File: src/rtl/bomb_game_pkg.sv
// Shared definitions for the bomb-defuse game sequencer: state encodings,
// BCD digit constants and default build parameters.
package bomb_game_pkg;

  localparam int BCD_W   = 4;
  localparam int BCD_MAX = 9;

  localparam int DEF_CODE_LEN         = 4;
  localparam int DEF_MAX_STRIKES      = 3;
  localparam int DEF_CFG_PULSE_CYCLES = 2;
  localparam int DEF_LOCKOUT_CYCLES   = 100;

  typedef enum logic [2:0] {
    ST_IDLE     = 3'd0,
    ST_CONFIG   = 3'd1,
    ST_RUN      = 3'd2,
    ST_CHECK    = 3'd3,
    ST_DEFUSED  = 3'd4,
    ST_EXPLODED = 3'd5
  } state_e;

  function automatic logic is_bcd(input logic [BCD_W-1:0] d);
    return (d <= BCD_W'(BCD_MAX));
  endfunction

endpackage

File: src/rtl/code_entry_buf.sv
// Defuse-code entry buffer: stores digits by position, tracks how many have
// been entered and compares the completed entry against the latched code.
module code_entry_buf
  import bomb_game_pkg::*;
#(
  parameter int CODE_LEN = DEF_CODE_LEN
) (
  input  logic                      clk,
  input  logic                      rst,
  input  logic                      clr,
  input  logic                      push,
  input  logic [BCD_W-1:0]          digit,
  input  logic [BCD_W*CODE_LEN-1:0] code,
  output logic [3:0]                entry_cnt,
  output logic                      full,
  output logic                      match
);

  logic [BCD_W*CODE_LEN-1:0] ent_q, ent_d;
  logic [3:0]                cnt_q, cnt_d;

  assign full      = (cnt_q == 4'(CODE_LEN));
  assign match     = full && (ent_q == code);
  assign entry_cnt = cnt_q;

  // clr beats push so a same-cycle clear always discards the digit.
  always_comb begin
    ent_d = ent_q;
    cnt_d = cnt_q;
    if (clr) begin
      ent_d = '0;
      cnt_d = '0;
    end else if (push && !full) begin
      for (int i = 0; i < CODE_LEN; i++) begin
        if (cnt_q == 4'(i)) begin
          ent_d[i*BCD_W +: BCD_W] = digit;
        end
      end
      cnt_d = cnt_q + 4'd1;
    end
  end

  always_ff @(posedge clk or posedge rst) begin
    if (rst) begin
      ent_q <= '0;
      cnt_q <= '0;
    end else begin
      ent_q <= ent_d;
      cnt_q <= cnt_d;
    end
  end

endmodule

File: src/rtl/bomb_game_ctrl.sv
// Bomb-defuse game sequencer: arms the countdown timer, collects code digits,
// counts strikes and declares DEFUSED or EXPLODED.
// Build option: define BOMB_CTRL_LOCKOUT_EN for a post-strike digit lockout.
module bomb_game_ctrl
  import bomb_game_pkg::*;
#(
  parameter int CODE_LEN         = DEF_CODE_LEN,
  parameter int MAX_STRIKES      = DEF_MAX_STRIKES,
  parameter int CFG_PULSE_CYCLES = DEF_CFG_PULSE_CYCLES,
  parameter int LOCKOUT_CYCLES   = DEF_LOCKOUT_CYCLES
) (
  input  logic                      clk,
  input  logic                      rst,
  input  logic                      start,
  input  logic [BCD_W*CODE_LEN-1:0] secret_code,
  input  logic [BCD_W-1:0]          digit_in,
  input  logic                      digit_valid,
  input  logic                      clear,
  input  logic                      timer_timeout,
  output logic                      timer_enable,
  output logic                      timer_reconfig_n,
  output logic [2:0]                state_o,
  output logic [3:0]                entry_cnt,
  output logic [2:0]                strikes,
  output logic                      defused,
  output logic                      exploded
);

  // Inputs are one-cycle strobes without back-pressure: start, digit_valid
  // and clear act in the cycle they are high or are dropped for good.
  localparam int CFG_W  = (CFG_PULSE_CYCLES < 1) ? 1 : $clog2(CFG_PULSE_CYCLES + 1);
  localparam int LOCK_W = (LOCKOUT_CYCLES < 1) ? 1 : $clog2(LOCKOUT_CYCLES + 1);

  state_e                    state_q, state_d;
  logic [CFG_W-1:0]          cfg_cnt_q, cfg_cnt_d;
  logic [2:0]                strikes_q, strikes_d;
  logic [BCD_W*CODE_LEN-1:0] code_q, code_d;
  logic                      timer_enable_q, timer_enable_d;
  logic                      timer_reconfig_n_q, timer_reconfig_n_d;

  logic             start_ok, run_live, push, user_clr, retry, buf_clr;
  logic             full, match, last_strike;
  logic [2:0]       strike_next;
  logic [LOCK_W-1:0] lock_cnt;

  assign start_ok = start && ((state_q == ST_IDLE) || (state_q == ST_DEFUSED) ||
                              (state_q == ST_EXPLODED));
  // Timeout pre-empts any digit or clear arriving in the same RUN cycle.
  assign run_live    = (state_q == ST_RUN) && !timer_timeout && (lock_cnt == '0);
  assign push        = run_live && digit_valid && !clear && is_bcd(digit_in);
  assign user_clr    = run_live && clear;
  assign strike_next = strikes_q + 3'd1;
  assign last_strike = (strike_next == 3'(MAX_STRIKES));
  assign retry       = (state_q == ST_CHECK) && !timer_timeout && !match && !last_strike;
  assign buf_clr     = start_ok || retry || user_clr;

  code_entry_buf #(
    .CODE_LEN (CODE_LEN)
  ) u_entry (
    .clk       (clk),
    .rst       (rst),
    .clr       (buf_clr),
    .push      (push),
    .digit     (digit_in),
    .code      (code_q),
    .entry_cnt (entry_cnt),
    .full      (full),
    .match     (match)
  );

`ifdef BOMB_CTRL_LOCKOUT_EN
  logic [LOCK_W-1:0] lock_cnt_q, lock_cnt_d;

  always_comb begin
    lock_cnt_d = lock_cnt_q;
    if (state_q == ST_CONFIG) begin
      lock_cnt_d = '0;
    end else if (retry) begin
      lock_cnt_d = LOCK_W'(LOCKOUT_CYCLES);
    end else if (lock_cnt_q != '0) begin
      lock_cnt_d = lock_cnt_q - LOCK_W'(1);
    end
  end

  always_ff @(posedge clk or posedge rst) begin
    if (rst) begin
      lock_cnt_q <= '0;
    end else begin
      lock_cnt_q <= lock_cnt_d;
    end
  end

  assign lock_cnt = lock_cnt_q;
`else
  assign lock_cnt = '0;
`endif

  always_ff @(posedge clk or posedge rst) begin
    if (rst) begin
      state_q            <= ST_IDLE;
      cfg_cnt_q          <= '0;
      strikes_q          <= '0;
      code_q             <= '0;
      timer_enable_q     <= 1'b0;
      timer_reconfig_n_q <= 1'b1;
    end else begin
      state_q            <= state_d;
      cfg_cnt_q          <= cfg_cnt_d;
      strikes_q          <= strikes_d;
      code_q             <= code_d;
      timer_enable_q     <= timer_enable_d;
      timer_reconfig_n_q <= timer_reconfig_n_d;
    end
  end

  always_comb begin
    state_d   = state_q;
    cfg_cnt_d = cfg_cnt_q;
    strikes_d = strikes_q;
    code_d    = code_q;
    case (state_q)
      ST_IDLE, ST_DEFUSED, ST_EXPLODED: begin
        if (start_ok) begin
          state_d   = ST_CONFIG;
          cfg_cnt_d = '0;
          strikes_d = '0;
          code_d    = secret_code;
        end
      end
      // Reload pulse low for CFG_PULSE_CYCLES, then one high cycle before RUN.
      ST_CONFIG: begin
        if (cfg_cnt_q == CFG_W'(CFG_PULSE_CYCLES)) begin
          state_d = ST_RUN;
        end else begin
          cfg_cnt_d = cfg_cnt_q + CFG_W'(1);
        end
      end
      ST_RUN: begin
        if (timer_timeout) begin
          state_d = ST_EXPLODED;
        end else if (push && (entry_cnt == 4'(CODE_LEN - 1))) begin
          state_d = ST_CHECK;
        end
      end
      ST_CHECK: begin
        if (timer_timeout) begin
          state_d = ST_EXPLODED;
        end else if (full && match) begin
          state_d = ST_DEFUSED;
        end else begin
          strikes_d = strike_next;
          state_d   = last_strike ? ST_EXPLODED : ST_RUN;
        end
      end
      default: state_d = ST_IDLE;
    endcase
  end

  // Timer controls are registered from the next state so the strobes are glitch-free.
  always_comb begin
    timer_enable_d     = (state_d == ST_RUN) || (state_d == ST_CHECK);
    timer_reconfig_n_d = !((state_d == ST_CONFIG) && (cfg_cnt_d < CFG_W'(CFG_PULSE_CYCLES)));
  end

  assign timer_enable     = timer_enable_q;
  assign timer_reconfig_n = timer_reconfig_n_q;
  assign state_o          = state_q;
  assign strikes          = strikes_q;
  assign defused          = (state_q == ST_DEFUSED);
  assign exploded         = (state_q == ST_EXPLODED);

endmodule

File: config.mk
export PLATFORM = sky130hd
export DESIGN_NAME = bomb_game_ctrl
export DESIGN_NICKNAME = d
export VERILOG_FILES = /design/src/rtl/bomb_game_pkg.sv /design/src/rtl/code_entry_buf.sv /design/src/rtl/bomb_game_ctrl.sv
export SDC_FILE = /design/constraint.sdc
export NUM_CORES = 1
export LEC_CHECK = 0
export CAP_MARGIN = 5
export CORE_MARGIN = 2
export CORE_UTILIZATION = 57
export CTS_CLUSTER_DIAMETER = 100
export CTS_CLUSTER_SIZE = 14
export DETAILED_ROUTE_END_ITERATION = 8
export PLACE_DENSITY = 0.88
export SLEW_MARGIN = 20
export SYNTH_ARGS = -nofsm -noshare
export SYNTH_HDL_FRONTEND = slang
export SYNTH_HIERARCHICAL = 1
export SYNTH_SLANG_ARGS = --single-unit
File: constraint.sdc
create_clock -name clk -period 5.4 [get_ports clk]
set_clock_uncertainty 0.05 [all_clocks]
set_input_delay 0.54 -clock clk [delete_from_list [all_inputs] [get_ports clk]]
set_output_delay 0.54 -clock clk [all_outputs]
set_load 0.01 [all_outputs]
Word-level counts from Yosys, hierarchy flattened:

Cells that the tools add are included.

* word-level logic and storage cells: 97
* bits of input ports: 26
* output and inout port bits: 14
* bits in registers: 46

* order comparisons: 2
* reduce and logical (&&, ||, !) cells: 40
* mux-type cells: 23
* eq/ne operators: 18
* add/subtract/negate cells: 3

Operators with widths (number)
* $mux 16: 2
* $mux 3: 10
* $mux 4: 6
* $eq 16x16->1: 1
* $eq 3x2->1 const B: 5
* $logic_and 1x1->1: 14
* $pmux 3 s4: 1
* $reduce_bool 2->1: 6
* $reduce_and 2->1: 5
* $eq 4x2->1 const B: 2
* $eq 3x1->1 const B: 2
* $eq 3x3->1 const B: 2
* $logic_not 1->1: 6
* $ne 2x2->1 const B: 3
* $pmux 3 s2: 1
* $logic_or 1x1->1: 5
* $add 4x1->4 const B: 1
* $eq 4x1->1 const B: 1
* $eq 4x3->1 const B: 1
* $le 4x4->1 const B: 1
* $logic_not 4->1: 1
* $mux 2: 2
* $pmux 2 s2: 1
* $reduce_and 4->1: 1
* 6 further kinds: 6

Longest topological paths before layout:

* depth after elaboration: 12
* depth in mapped cells: 9
* mapped depth without buffers: 8

Modules after synthesis:

The synthesis kept the hierarchy.

By module, submodules not included
* bomb_game_ctrl: sequential area each 651.9 µm², cells an instance 146, instances 1, area each 1320.0 µm²
* code_entry_buf: sequential area each 500.5 µm², cells an instance 107, instances 1, area each 1129.8 µm²

Worst setup path after synthesis:

Ideal clock, no wire load.

* path kind: reg2reg
* from: register u_entry.cnt_q[0], in the netlist u_entry/entry_cnt[0]
* to: register timer_reconfig_n_q, in the netlist timer_reconfig_n
* period minus slack after synthesis: 2141 ps
* required time: 5256 ps
* buffers on the path: 0
* stages on the path, launching flop included: 9
* slack: 3259 ps
* library setup time: 94 ps
* data arrival time: 1997 ps
* cells stage by stage: dfrtp_1 -> inv_1 -> ha_1 -> nand3b_1 -> nor3_1 -> nand2_1 -> nand2_1 -> o32ai_1 -> or4b_1

* longest elaborated chain between the ends: 9
* elaborated cells on any way between the ends: 13
* classes of those cells: eq/ne (3); mux (5); reduce/logical (5)

Ends and longest elaborated chain
* start: declaration: RTL line code_entry_buf.sv:20 `logic [3:0] cnt_q, cnt_d;`
* start signal: assignment: RTL line code_entry_buf.sv:49 `cnt_q <= cnt_d;`
* $eq 4x3->1: RTL line code_entry_buf.sv:22 `assign full = (cnt_q == 4'(CODE_LEN));`
* $logic_and 1x1->1: RTL line code_entry_buf.sv:23 `assign match = full && (ent_q == code);`
* net match: RTL line bomb_game_ctrl.sv:42 `logic full, match, last_strike;`
* $logic_and 1x1->1: RTL line bomb_game_ctrl.sv:148 `end else if (full && match) begin`
* $mux 3: RTL line bomb_game_ctrl.sv:148
* $mux 3: RTL line bomb_game_ctrl.sv:146 `if (timer_timeout) begin`
* $pmux 3 s4: RTL line bomb_game_ctrl.sv:121 `case (state_q)`
* net state_d[1]: RTL line bomb_game_ctrl.sv:34 `state_e state_q, state_d;`
* $eq 3x1->1: RTL line bomb_game_ctrl.sv:162 `timer_reconfig_n_d = !((state_d == ST_CONFIG) && (cfg_cnt_d < CFG_W'(CFG_PULSE_CYCLES)));`
* $logic_and 1x1->1: RTL line bomb_game_ctrl.sv:162
* $logic_not 1->1: RTL line bomb_game_ctrl.sv:162
* net timer_reconfig_n_d: RTL line bomb_game_ctrl.sv:39 `logic timer_reconfig_n_q, timer_reconfig_n_d;`
* end signal: assignment: RTL line bomb_game_ctrl.sv:112 `timer_reconfig_n_q <= timer_reconfig_n_d;`
* end: declaration: RTL line bomb_game_ctrl.sv:39

The timed path passes the listed nets, and every way through them passes these cells.
A chain may end at the register's enable or synchronous reset.

Final worst setup path:

* from: register u_entry.ent_q[1]
* to: register timer_reconfig_n_q, in the netlist timer_reconfig_n

* longest elaborated chain between the ends: 9

Ends and longest elaborated chain
* start: declaration: RTL line code_entry_buf.sv:19 `logic [BCD_W*CODE_LEN-1:0] ent_q, ent_d;`
* start signal: assignment: RTL line code_entry_buf.sv:48 `ent_q <= ent_d;`
* $eq 16x16->1: RTL line code_entry_buf.sv:23
* $logic_and 1x1->1: RTL line code_entry_buf.sv:23
* net match: RTL line bomb_game_ctrl.sv:42
* $logic_and 1x1->1: RTL line bomb_game_ctrl.sv:148
* $mux 3: RTL line bomb_game_ctrl.sv:148
* $mux 3: RTL line bomb_game_ctrl.sv:146
* $pmux 3 s4: RTL line bomb_game_ctrl.sv:121
* net state_d[1]: RTL line bomb_game_ctrl.sv:34
* $eq 3x1->1: RTL line bomb_game_ctrl.sv:162
* $logic_and 1x1->1: RTL line bomb_game_ctrl.sv:162
* $logic_not 1->1: RTL line bomb_game_ctrl.sv:162
* net timer_reconfig_n_d: RTL line bomb_game_ctrl.sv:39

The timed path passes the listed nets, and every way through them passes these cells.

==> results.md <==
* Crit path max-delay family: simple AND/OR/NAND/NOR gates
* Seq pwr share at 46.0%
* Peak supply drop at 0.267 mV
* Clock sink total at 46
* GPL Wtd Cong at 0.835
* Core ar. at 4060 µm²
* CTS tree: yes
* Area Overhead vs Synth at 18.8%
* Starting density of the core at 60.4%
* Final Instance Count excl. Fillers at 337
* Cell mode on critical path: nand2_1
* Leak at 1.39 nW
* Synthesis-stage register bit count at 46
* Via/cell ratio at 5.43
* Syn_area_per_cell at 9.68 µm²
* RSZ-0062 raised after global routing: false
* TNS Setup at 0 ns
* Wirelength per Cell at 14.8 µm
* Die Wd at 69.6 µm
* Vias after detailed routing at 1831
* Post-route setup slack at 2.77 ns
* Max stage delay on crit path at 0.52 ns
* Ys flop type: dfrtp_1
* Post-route ant nets at 0
* Crit path kind: register to register
* Tmin final at 2.63 ns
* Tightest Pin Transition at 0.929 ns
* Post-cts gate resize count at 0
* CTS H-tree depth at 2
* # nets final at 320
* Final setup violation count at 0
* Max-slew violation count at 0
* # placed instances at 329
* Rel. slew slack at 37.7%
* P per Cell Area at 385 nW/µm²
* Number of synthesized flops with an enable pin at 0
* Critical path arrival at 2.80 ns
* GRT Util Overall at 22.1%
* Status: completed
* Dpl hpwl at 3660 µm
* Synth unique cells at 46
* DRC at 0
* First-pass GRT wire length at 8430 µm
* Final Hold Fails at 0
* Rows at 23
* Comb power frac at 34.8%
* CP endpoint kind: register
* Root buf cell: clkbuf_8
* Top Ports at 40
* Die Y at 69.6 µm
* Sw Pwr at 0.403 mW
* Startpoint types: register
* Worst-path cell chain: xor2_1 -> nor4_1 -> nand4_1 -> nor3_1 -> nand2_1 -> nand2_1 -> o32ai_1 -> or4b_1
* Dpl ws at 2.50 ns
* Hold crit path type: register to register
* FMAX at 0.381 GHz
* IO buf count at 39
* Async S/R FF share, synth at 100%
* Detailed Route WL at 4970 µm
* Antenna violations before repair at 0
* Later-pin clock latency in the skew report at 0.30 ns
* Critical Path RT at 5.57 ns
* Largest net degree at the start of global routing at 27
* Grt total ovfl at 0
* Clock slew at reported path FFs at 0.09 ns
* TritonRoute pass-1 iters at 4
* Final worst path period share at 48.7%
* Mapped Area at 2450 µm²
* CP bufs+invs at 0
* Clock Path Buffers at 2
* Synth warn at 6
* Syn Nets at 287
* Critical Path Fanout Max at 5
* Net Sw Frac at 36.0%
* Vias in the first global route at 1763
* Layout cell share with drive strength beyond 1 at 5.92%
* Post-CTS Setup Bufs at 0
* Max cap viols at 0
* Initial DRC Count at 95
* Cell Int Power at 0.718 mW
* DIE AREA at 4840 µm²
* Seq/Total Area, Yosys at 47.0%
* Cells after Synth at 253
* CTS Buf Count at 5
* Clock power share at 19.2%
* Antenna cell count at 0
* Cts-stage hold buffer count at 0
* CP max stage cell: or4b_1
cells by family (layout without fill, tap and decap cells):
family / after synthesis / count (layout) / share of synthesized area, %
AOI/OAI and AO/OA: 23 / 23 / 6.84
muxes: 16 / 16 / 6.54
and+or+nand+nor: 115 / 115 / 22.8
adders and majority gates: 8 / 8 / 4.09
DFF: 46 / 46 / 47.0
xor gates and xnor gates: 20 / 20 / 7.15
buffers and inverters: 25 / 59 / 5.57
metrics by stage:
step	power [mW]	cell area (µm²)	utilization [%]	hold slack, ns
final	1.12	2910	71.7	0.456
after global routing	1.20	2910	71.7	0.484
after CTS	1.13	2910	71.7	0.456
after detailed placement	0.912	2820	69.4	0.438
after global placement	0.894	2820	69.4	0.434
after floorplan	0.783	2450	-	0.415
path summary, 6_finish.rpt:
check / start / end / slack [ns] / depth (start not counted)
min: code_q[8]$_DFFE_PP0P_ / code_q[8]$_DFFE_PP0P_ / 0.46 / 2
min reg2reg: code_q[8]$_DFFE_PP0P_ / code_q[8]$_DFFE_PP0P_ / 0.46 / 2
max reg2reg: u_entry/ent_q[1]$_DFFE_PP0P_ / timer_reconfig_n$_DFF_PP1_ / 2.77 / 8
max: u_entry/ent_q[1]$_DFFE_PP0P_ / timer_reconfig_n$_DFF_PP1_ / 2.77 / 8
min in group asynchronous: rst / state_o[1]$_DFF_PP0_ / 0.61 / 2
max in group asynchronous: rst / u_entry/ent_q[3]$_DFFE_PP0P_ / 4.17 / 2
registers in the layout, indices dropped and copies added, names as in the netlist:
register	count
cfg_cnt_q	2
u_entry/ent_q	16
timer_enable	1
u_entry/entry_cnt	4
strikes	3
code_q	16
state_o	3
timer_reconfig_n	1
placed cells by master (no fill, tap or decap), types with 5 or more instances in the layout:
| cell | synthesis | final |
|---|---|---|
| inv_1 | 11 | 10 |
| mux2i_1 | 16 | 16 |
| dfrtp_1 | 45 | 45 |
| o21ai_0 | 6 | 6 |
| xor2_1 | 18 | 18 |
| and2_1 | 6 | 6 |
| clkbuf_8 | 0 | 6 |
| nor2_1 | 22 | 22 |
| clkdlybuf4s50_1 | 0 | 39 |
| nand3_1 | 5 | 5 |
| ha_1 | 8 | 8 |
| nand2_1 | 59 | 59 |
tightest hold or removal path, delay by kind of cell (launching register included):
kind | cells | cell delay [ns]
flip-flops | 1 | 0.36
AND/OR/NAND/NOR | 2 | 0.12
power groups by stage:
stage | combinational, mW | clock, mW | sequential, mW
after floorplan | 0.286 | 0 | 0.497
after global placement | 0.376 | 0 | 0.518
after detailed placement | 0.390 | 0 | 0.521
after CTS | 0.392 | 0.219 | 0.515
after global routing | 0.440 | 0.235 | 0.528
final | 0.391 | 0.215 | 0.516
layer usage:
layer  vias up  part of all wire, %  wire [µm]  track usage [%]
met5         -                    0          0                0
met4         0                  1.2         61             8.06
met3         6                  4.5        225             3.20
met2        49                   46       2280             33.2
met1       866                   48       2410             32.6
li1        910                    -          -                -
area by class of cell:
| class | count | area [µm²] |
|---|---|---|
| clock buffers | 6 | 82.6 |
| flip-flops and latches | 46 | 1150 |
| inverters | 11 | 41.3 |
| repair buffers | 40 | 398 |
| clock inverters | 2 | 12.5 |
| fillers | 292 | 1150 |
| multi-input cells | 182 | 1160 |
| well taps | 50 | 62.6 |
cell usage after synthesis, types with 2 or more instances:
cell type   n  area, µm²
a32o_1      4       40.0
xor2_1     18        158
nor2_1     22       82.6
o21ai_0     6       30.0
mux2i_1    16        160
nand3_1     5       25.0
nor4_1      3       18.8
nor3_1      3       15.0
inv_1      11       41.3
and2_1      6       37.5
o32ai_1     2       17.5
clkbuf_1    7       26.3
and3b_1     2       17.5
ha_1        8        100
a21oi_1     2       10.0
xnor2_1     2       17.5
buf_6       5       56.3
dfrtp_1    45       1130
nand2_1    59        221
(Power assumes the default switching activity.)
